==> src/rtl/tm1638_pkg.sv <==
// Shared command bytes, phase/state encodings and small helpers for the
// TM1638 frame sequencer.
package tm1638_pkg;

  localparam logic [7:0] TM_CMD_DATA_WR = 8'h40;
  localparam logic [7:0] TM_CMD_DATA_RD = 8'h42;
  localparam logic [7:0] TM_CMD_ADDR    = 8'hC0;
  localparam logic [7:0] TM_CMD_CTRL    = 8'h80;

  localparam int TMR_W    = 8;
  localparam int WDOG_CYC = 4;

  typedef enum logic [1:0] {
    PH_DATA,
    PH_ADDR,
    PH_CTRL,
    PH_KEYS
  } phase_e;

  typedef enum logic [3:0] {
    S_IDLE,
    S_STB_LO,
    S_ISSUE,
    S_ACK,
    S_XFER,
    S_NEXT,
    S_RD_WAIT,
    S_STB_HI,
    S_FIN
  } state_e;

  // Index of the final byte inside one STB window (command byte is index 0).
  function automatic logic [4:0] last_idx(input phase_e ph);
    case (ph)
      PH_ADDR: return 5'd16;
      PH_KEYS: return 5'd4;
      default: return 5'd0;
    endcase
  endfunction

  function automatic logic [7:0] ctrl_byte(input logic on, input logic [2:0] br);
    return TM_CMD_CTRL | {4'b0000, on, br};
  endfunction

endpackage

==> src/rtl/tm1638_frame_ctrl.sv <==
// One-shot TM1638 refresh sequencer: drives STB and feeds the byte engine
// through its latch/busy handshake for data, address+display, control and key scan.
module tm1638_frame_ctrl
  import tm1638_pkg::*;
#(
  parameter int STB_SETUP = 4,
  parameter int STB_GAP   = 8,
  parameter int READ_WAIT = 24,
  parameter bit KEY_SCAN  = 1'b1
) (
  input  logic         clk,
  input  logic         rst,
  input  logic         start,
  input  logic [127:0] disp_data,
  input  logic [2:0]   brightness,
  input  logic         display_on,
  output logic         busy,
  output logic         done,
  output logic [31:0]  keys,
  output logic         keys_valid,
  output logic         stb_n,
  output logic         xfer_latch,
  output logic         xfer_rw,
  output logic [7:0]   xfer_wdata,
  input  logic [7:0]   xfer_rdata,
  input  logic         xfer_busy
);

  localparam logic [TMR_W-1:0] L_SETUP  = TMR_W'(STB_SETUP - 1);
  localparam logic [TMR_W-1:0] L_GAP    = TMR_W'(STB_GAP - 1);
  localparam logic [TMR_W-1:0] L_RDWAIT = TMR_W'(READ_WAIT - 1);
  localparam logic [TMR_W-1:0] L_WDOG   = TMR_W'(WDOG_CYC - 1);

  state_e           r_state;
  state_e           w_nxt;
  phase_e           r_phase;
  logic [4:0]       r_cnt;
  logic [TMR_W-1:0] r_tmr;
  logic             r_abort;
  logic [127:0]     r_disp;
  logic [2:0]       r_bright;
  logic             r_on;
  logic [31:0]      r_kacc;
  logic [31:0]      r_keys;

  logic             w_last_phase;
  logic             w_is_read;
  logic             w_xfer_act;
  logic [3:0]       w_didx;
  logic [1:0]       w_kidx;
  logic [7:0]       w_byte;

  assign w_last_phase = (r_phase == PH_KEYS) || ((r_phase == PH_CTRL) && !KEY_SCAN);
  assign w_is_read    = (r_phase == PH_KEYS) && (r_cnt != 5'd0);
  assign w_xfer_act   = (r_state == S_ISSUE) || (r_state == S_ACK) || (r_state == S_XFER);
  assign w_didx       = 4'(r_cnt - 5'd1);
  assign w_kidx       = 2'(r_cnt - 5'd1);

  always_comb begin
    w_byte = TM_CMD_DATA_WR;
    case (r_phase)
      PH_ADDR: w_byte = (r_cnt == 5'd0) ? TM_CMD_ADDR : r_disp[{w_didx, 3'b000} +: 8];
      PH_CTRL: w_byte = ctrl_byte(r_on, r_bright);
      PH_KEYS: w_byte = (r_cnt == 5'd0) ? TM_CMD_DATA_RD : 8'h00;
      default: w_byte = TM_CMD_DATA_WR;
    endcase
  end

  always_comb begin
    w_nxt      = r_state;
    xfer_latch = 1'b0;
    case (r_state)
      S_IDLE:    if (start) w_nxt = S_STB_LO;
      S_STB_LO:  if (r_tmr == L_SETUP) w_nxt = S_ISSUE;
      S_ISSUE: begin
        if (!xfer_busy) begin
          xfer_latch = 1'b1;
          w_nxt      = S_ACK;
        end
      end
      // Engine that never acknowledges closes the frame early.
      S_ACK: begin
        if (xfer_busy) w_nxt = S_XFER;
        else if (r_tmr == L_WDOG) w_nxt = S_STB_HI;
      end
      S_XFER:    if (!xfer_busy) w_nxt = S_NEXT;
      S_NEXT: begin
        if ((r_phase == PH_KEYS) && (r_cnt == 5'd0)) w_nxt = S_RD_WAIT;
        else if (r_cnt == last_idx(r_phase)) w_nxt = S_STB_HI;
        else w_nxt = S_ISSUE;
      end
      S_RD_WAIT: if (r_tmr == L_RDWAIT) w_nxt = S_ISSUE;
      S_STB_HI: begin
        if (r_tmr == L_GAP) w_nxt = (r_abort || w_last_phase) ? S_FIN : S_STB_LO;
      end
      S_FIN:     w_nxt = S_IDLE;
      default:   w_nxt = S_IDLE;
    endcase
  end

  always_ff @(posedge clk) begin
    if (rst) begin
      r_state <= S_IDLE;
      r_phase <= PH_DATA;
      r_cnt   <= 5'd0;
      r_tmr   <= '0;
      r_abort <= 1'b0;
      r_keys  <= 32'h0;
    end else begin
      r_state <= w_nxt;
      r_tmr   <= (w_nxt != r_state) ? '0 : r_tmr + 1'b1;
      case (r_state)
        S_IDLE: begin
          if (start) begin
            r_phase <= PH_DATA;
            r_cnt   <= 5'd0;
            r_abort <= 1'b0;
          end
        end
        S_ACK:  if (w_nxt == S_STB_HI) r_abort <= 1'b1;
        S_NEXT: if (w_nxt != S_STB_HI) r_cnt <= r_cnt + 5'd1;
        S_STB_HI: begin
          if (w_nxt == S_STB_LO) begin
            r_cnt <= 5'd0;
            case (r_phase)
              PH_DATA: r_phase <= PH_ADDR;
              PH_ADDR: r_phase <= PH_CTRL;
              default: r_phase <= PH_KEYS;
            endcase
          end
          // Publish keys only after a complete scan.
          if ((w_nxt == S_FIN) && (r_phase == PH_KEYS) && !r_abort) r_keys <= r_kacc;
        end
        default: ;
      endcase
    end
  end

  always_ff @(posedge clk) begin
    if ((r_state == S_IDLE) && start) begin
      r_disp   <= disp_data;
      r_bright <= brightness;
      r_on     <= display_on;
    end
    if ((r_state == S_XFER) && !xfer_busy && w_is_read)
      r_kacc[{w_kidx, 3'b000} +: 8] <= xfer_rdata;
  end

  assign busy       = (r_state != S_IDLE);
  assign done       = (r_state == S_FIN);
  assign keys_valid = done && (r_phase == PH_KEYS) && !r_abort;
  assign keys       = r_keys;
  assign stb_n      = (r_state == S_IDLE) || (r_state == S_STB_HI) || (r_state == S_FIN);
  assign xfer_rw    = !(w_xfer_act && w_is_read);
  assign xfer_wdata = w_xfer_act ? w_byte : 8'h00;

endmodule

==> config.mk <==
export PLATFORM = sky130hd
export DESIGN_NAME = tm1638_frame_ctrl
export DESIGN_NICKNAME = d
export VERILOG_FILES = /design/src/rtl/tm1638_pkg.sv /design/src/rtl/tm1638_frame_ctrl.sv
export SDC_FILE = /design/constraint.sdc
export NUM_CORES = 1
export LEC_CHECK = 0
export BUFFER_PORTS_ARGS = -buffer_cell sky130_fd_sc_hd__buf_4
export CAP_MARGIN = 20
export CORE_ASPECT_RATIO = 1.5
export CORE_MARGIN = 4
export CORE_UTILIZATION = 59
export DETAILED_ROUTE_END_ITERATION = 12
export MAX_ROUTING_LAYER = met4
export PLACE_DENSITY = 0.85
export SYNTH_ARGS = -nofsm -noshare
export SYNTH_HDL_FRONTEND = slang
export SYNTH_SLANG_ARGS = --single-unit
==> constraint.sdc <==
create_clock -name clk -period 8.9 [get_ports clk]
set_input_delay 2.67 -clock clk [delete_from_list [all_inputs] [get_ports clk]]
set_output_delay 2.67 -clock clk [all_outputs]
set_load 0.005 [all_outputs]
==> qor.txt <==
Status: finished clean
Crit path arrival time: 3290 ps
Port Buf Inserts: 189
Clock power frac: 40.9%
Clock sink count: 216
Num ports: 190
Power Density: 191.8 nW/um^2
Met2 usage: 42.50%
Sequential share of power: 53.8%
Clock Latency Late Sink: 490 ps
Initial antenna violation count: 0
Net Sw Frac: 19.31%
Post-Synthesis Cells: 602
R2r endpoint: r_disp[93]$_DFFE_PP_
Top cell type's share of synthesized area: 55.47%
Worst setup EP type: primary output
Flip-flop and latch count after synthesis: 216
GRT Total Usage: 23.52%
Number of gates resized after CTS: 0
Worst Path Required: 6230 ps
Core Rows: 54
Width of the die: 108.2 um
R2r setup slk: 5810 ps
Clock buffer depth: 3
Setup WS pre-CTS: 3057 ps
Via Count: 5,612
Final ANT Viol Nets: 0
Crit path buf inv count: 3
Hold_sp: r_tmr[0]$_SDFF_PP0_
# setup viols final: 0
Mapped Nets: 754
First-pass GRT wire length: 29.80 mm
DRT Pass-1 Iters: 5
Critical Path Fanout Max: 33
Mean Syn Cell Area: 14.75 um^2
Delay of the slowest critical-path stage: 470 ps
Worst reg2reg path depth: 4
Crit path max-delay cell type: dfxtp_1
Slew @ Worst Pin: 1071 ps
Share of post-route cells with drive strength above 1: 35.46%
Sequential Area: 5967 um^2
Unrepaired setup endpoints after global routing: false
Busiest layer in global routing: met2
Met1 usage: 26.05%
Asr flop ratio synth: 0%
Clock skew: 16.05 ps
CTS HTree Levels: 1
Yosys top cell by area: edfxtp_1
CTS Buf Count: 20
Placer congestion estimate: 0.9111
Final WS setup: 2944 ps
Multi-input logic area: 2690 um^2
Hold Path Depth: 1
Pint: 0.001718 W
Setup crit start kind: register
Vias/cell: 5.629
Design Power: 0.002128 W
GRT overflow: 0
Setup TNS Final: 0 ps
Area contributors post-synth: edfxtp_1 (55%), dfxtp_1 (12%), mux4_2 (8.6%)
Die Area: 17,120 um^2
Combinational share of power: 5.3%
CP cell instances: inv_1, ha_1, buf_4, mux4_2, mux4_2, o21a_1, nor2_1, nor2_1, buf_4
Max rail drop VDD: 224.6 uV
Post-synthesis cell area: 8879 um^2
P_sw: 0.0004110 W
DR DRC count: 0
Static Leak: 3.964 nW
Final hold viol count: 0
Cell family with most CP delay: multiplexers
Fmax: 0.1679 GHz
Post-CTS setup repair buffer count: 0
Post-DP HPWL: 13.92 mm
Met3 Usage GRT: 4.325%
Clk pin slew, worst setup/hold paths: 70 ps
Height of the die: 158.2 um
Hold path endpoint: r_tmr[0]$_SDFF_PP0_
Seq/Total Area, Yosys: 67.19%
Hold-fix buffers, CTS: 0
Final WL: 19.11 mm
EDFF count, synth: 164
Hold WC Path Type: register to register
Final min period: 5956 ps
Initial Utilization: 60.56%
Nets: 939
FF-to-FF Start: r_state[1]$_SDFF_PP0_
CTS tree: done
1st-iter DRT viols: 305
Total of max-cap violations: 0
Vias in the first global route: 5,873
WL/cell: 19.17 um
Setup CP Type: register to primary output
Largest net degree at the start of global routing: 92
Final worst-path cycle share: 66.92%
Ys Warns: 0
Slew margin rel.: 28.62%
Fill cell count: 842
Area grow syn2layout: 24.99%
Number of diodes: 0
Fin. max-slew vios: 0
Root buffer cell: clkbuf_16
Top FF cell, synth: edfxtp_1
Core ar.: 14,660 um^2
Distinct cell type count after synthesis: 67
## Yosys cell counts (all sizes together) (4+ instances only)
library cell    n
xnor2           5
nand2          72
a211oi         14
xor2            4
clkbuf         15
a22oi           6
and2           39
dfxtp          52
mux4           34
mux2i           7
nand2b          5
nand3          11
nor3b           5
edfxtp        164
inv            12
nor2b           8
nor2           27
nor3           13
ha              8
buf            16
a21oi          43
## flip-flops by register name, summed over array words and instances (netlist names)
name / cells
keys: 32
r_abort: 1
r_bright: 3
r_cnt: 5
r_disp: 128
r_kacc: 32
r_on: 1
r_phase: 2
r_state: 4
r_tmr: 8
## power by group through the flow
stage	clock network, W	logic [W]	registers [W]
2_1_floorplan	0	0.0000495	0.00117
3_3_place_gp	0	0.000110	0.00116
3_5_place_dp	0	0.000113	0.00117
4_1_cts	0.000886	0.000114	0.00115
5_1_grt	0.000930	0.000123	0.00115
6_report	0.000870	0.000113	0.00115
## placed cells by master (no fill, tap or decap), drive strengths merged, types with 2 or more instances in the layout
cell type	count
buf	194
edfxtp	164
nand2	72
dfxtp	52
a21oi	43
and2	39
mux4	34
clkbuf	30
nor2	27
a211oi	14
nor3	13
inv	13
nand3	11
nor2b	8
ha	8
mux2i	7
a22oi	6
nand2b	5
nor3b	5
xnor2	5
xor2	4
clkinv	4
o21ai	3
and3	3
nand3b	3
a2111oi	3
and2b	2
nor4b	2
or3	2
nor4	2
o21bai	2
a311oi	2
## stage by stage
stage	hold WS (ps)	utilization, %	area (um^2)	cells
after global placement	424.3	70.98	10410	961
after CTS	458.1	75.69	11100	997
after global routing	479.6	75.69	11100	997
after detailed placement	440.3	70.98	10410	961
after floorplan	413.2	-	8879	602
final	452.0	75.69	11100	997
## cell type report
class	instances	share of cell area, %
Sequential cell	216	53.77
Multi-Input combinational cell	343	24.24
Timing Repair Buffer	194	13.12
Clock buffer	30	5.694
Tap cell	196	2.210
Clock inverter	6	0.5299
Inverter	12	0.4285
## per-layer routing
metal / up-vias / share of wire [%] / wire length [um]
met3: 44 / 7.2 / 1374
li1: 2628 / - / -
met1: 2684 / 34 / 6553
met4: 0 / 2.9 / 555
met2: 256 / 56 / 10630
met5: - / 0 / 0
## how the worst max path moves through the flow
stage               endpoint  cells past startpoint                  start
2_1_floorplan  xfer_wdata[6]                     10  r_cnt[0]$_SDFFE_PP0P_
3_3_place_gp      xfer_latch                      5              xfer_busy
3_5_place_dp      xfer_latch                      5              xfer_busy
4_1_cts        xfer_wdata[7]                      8  r_cnt[0]$_SDFFE_PP0P_
5_1_grt        xfer_wdata[7]                      8  r_cnt[0]$_SDFFE_PP0P_
6_report       xfer_wdata[7]                      9  r_cnt[1]$_SDFFE_PP0P_
## cell families after synthesis
kind of cell,after synthesis,synth area share [%]
flops,216,67.19
compound gates,85,6.750
simple gates,199,11.82
mux,42,9.541
xor+xnor,9,0.8878
fa+ha+maj,8,1.127
buf+inv,43,2.677
Power figures use the tool's default switching activity.
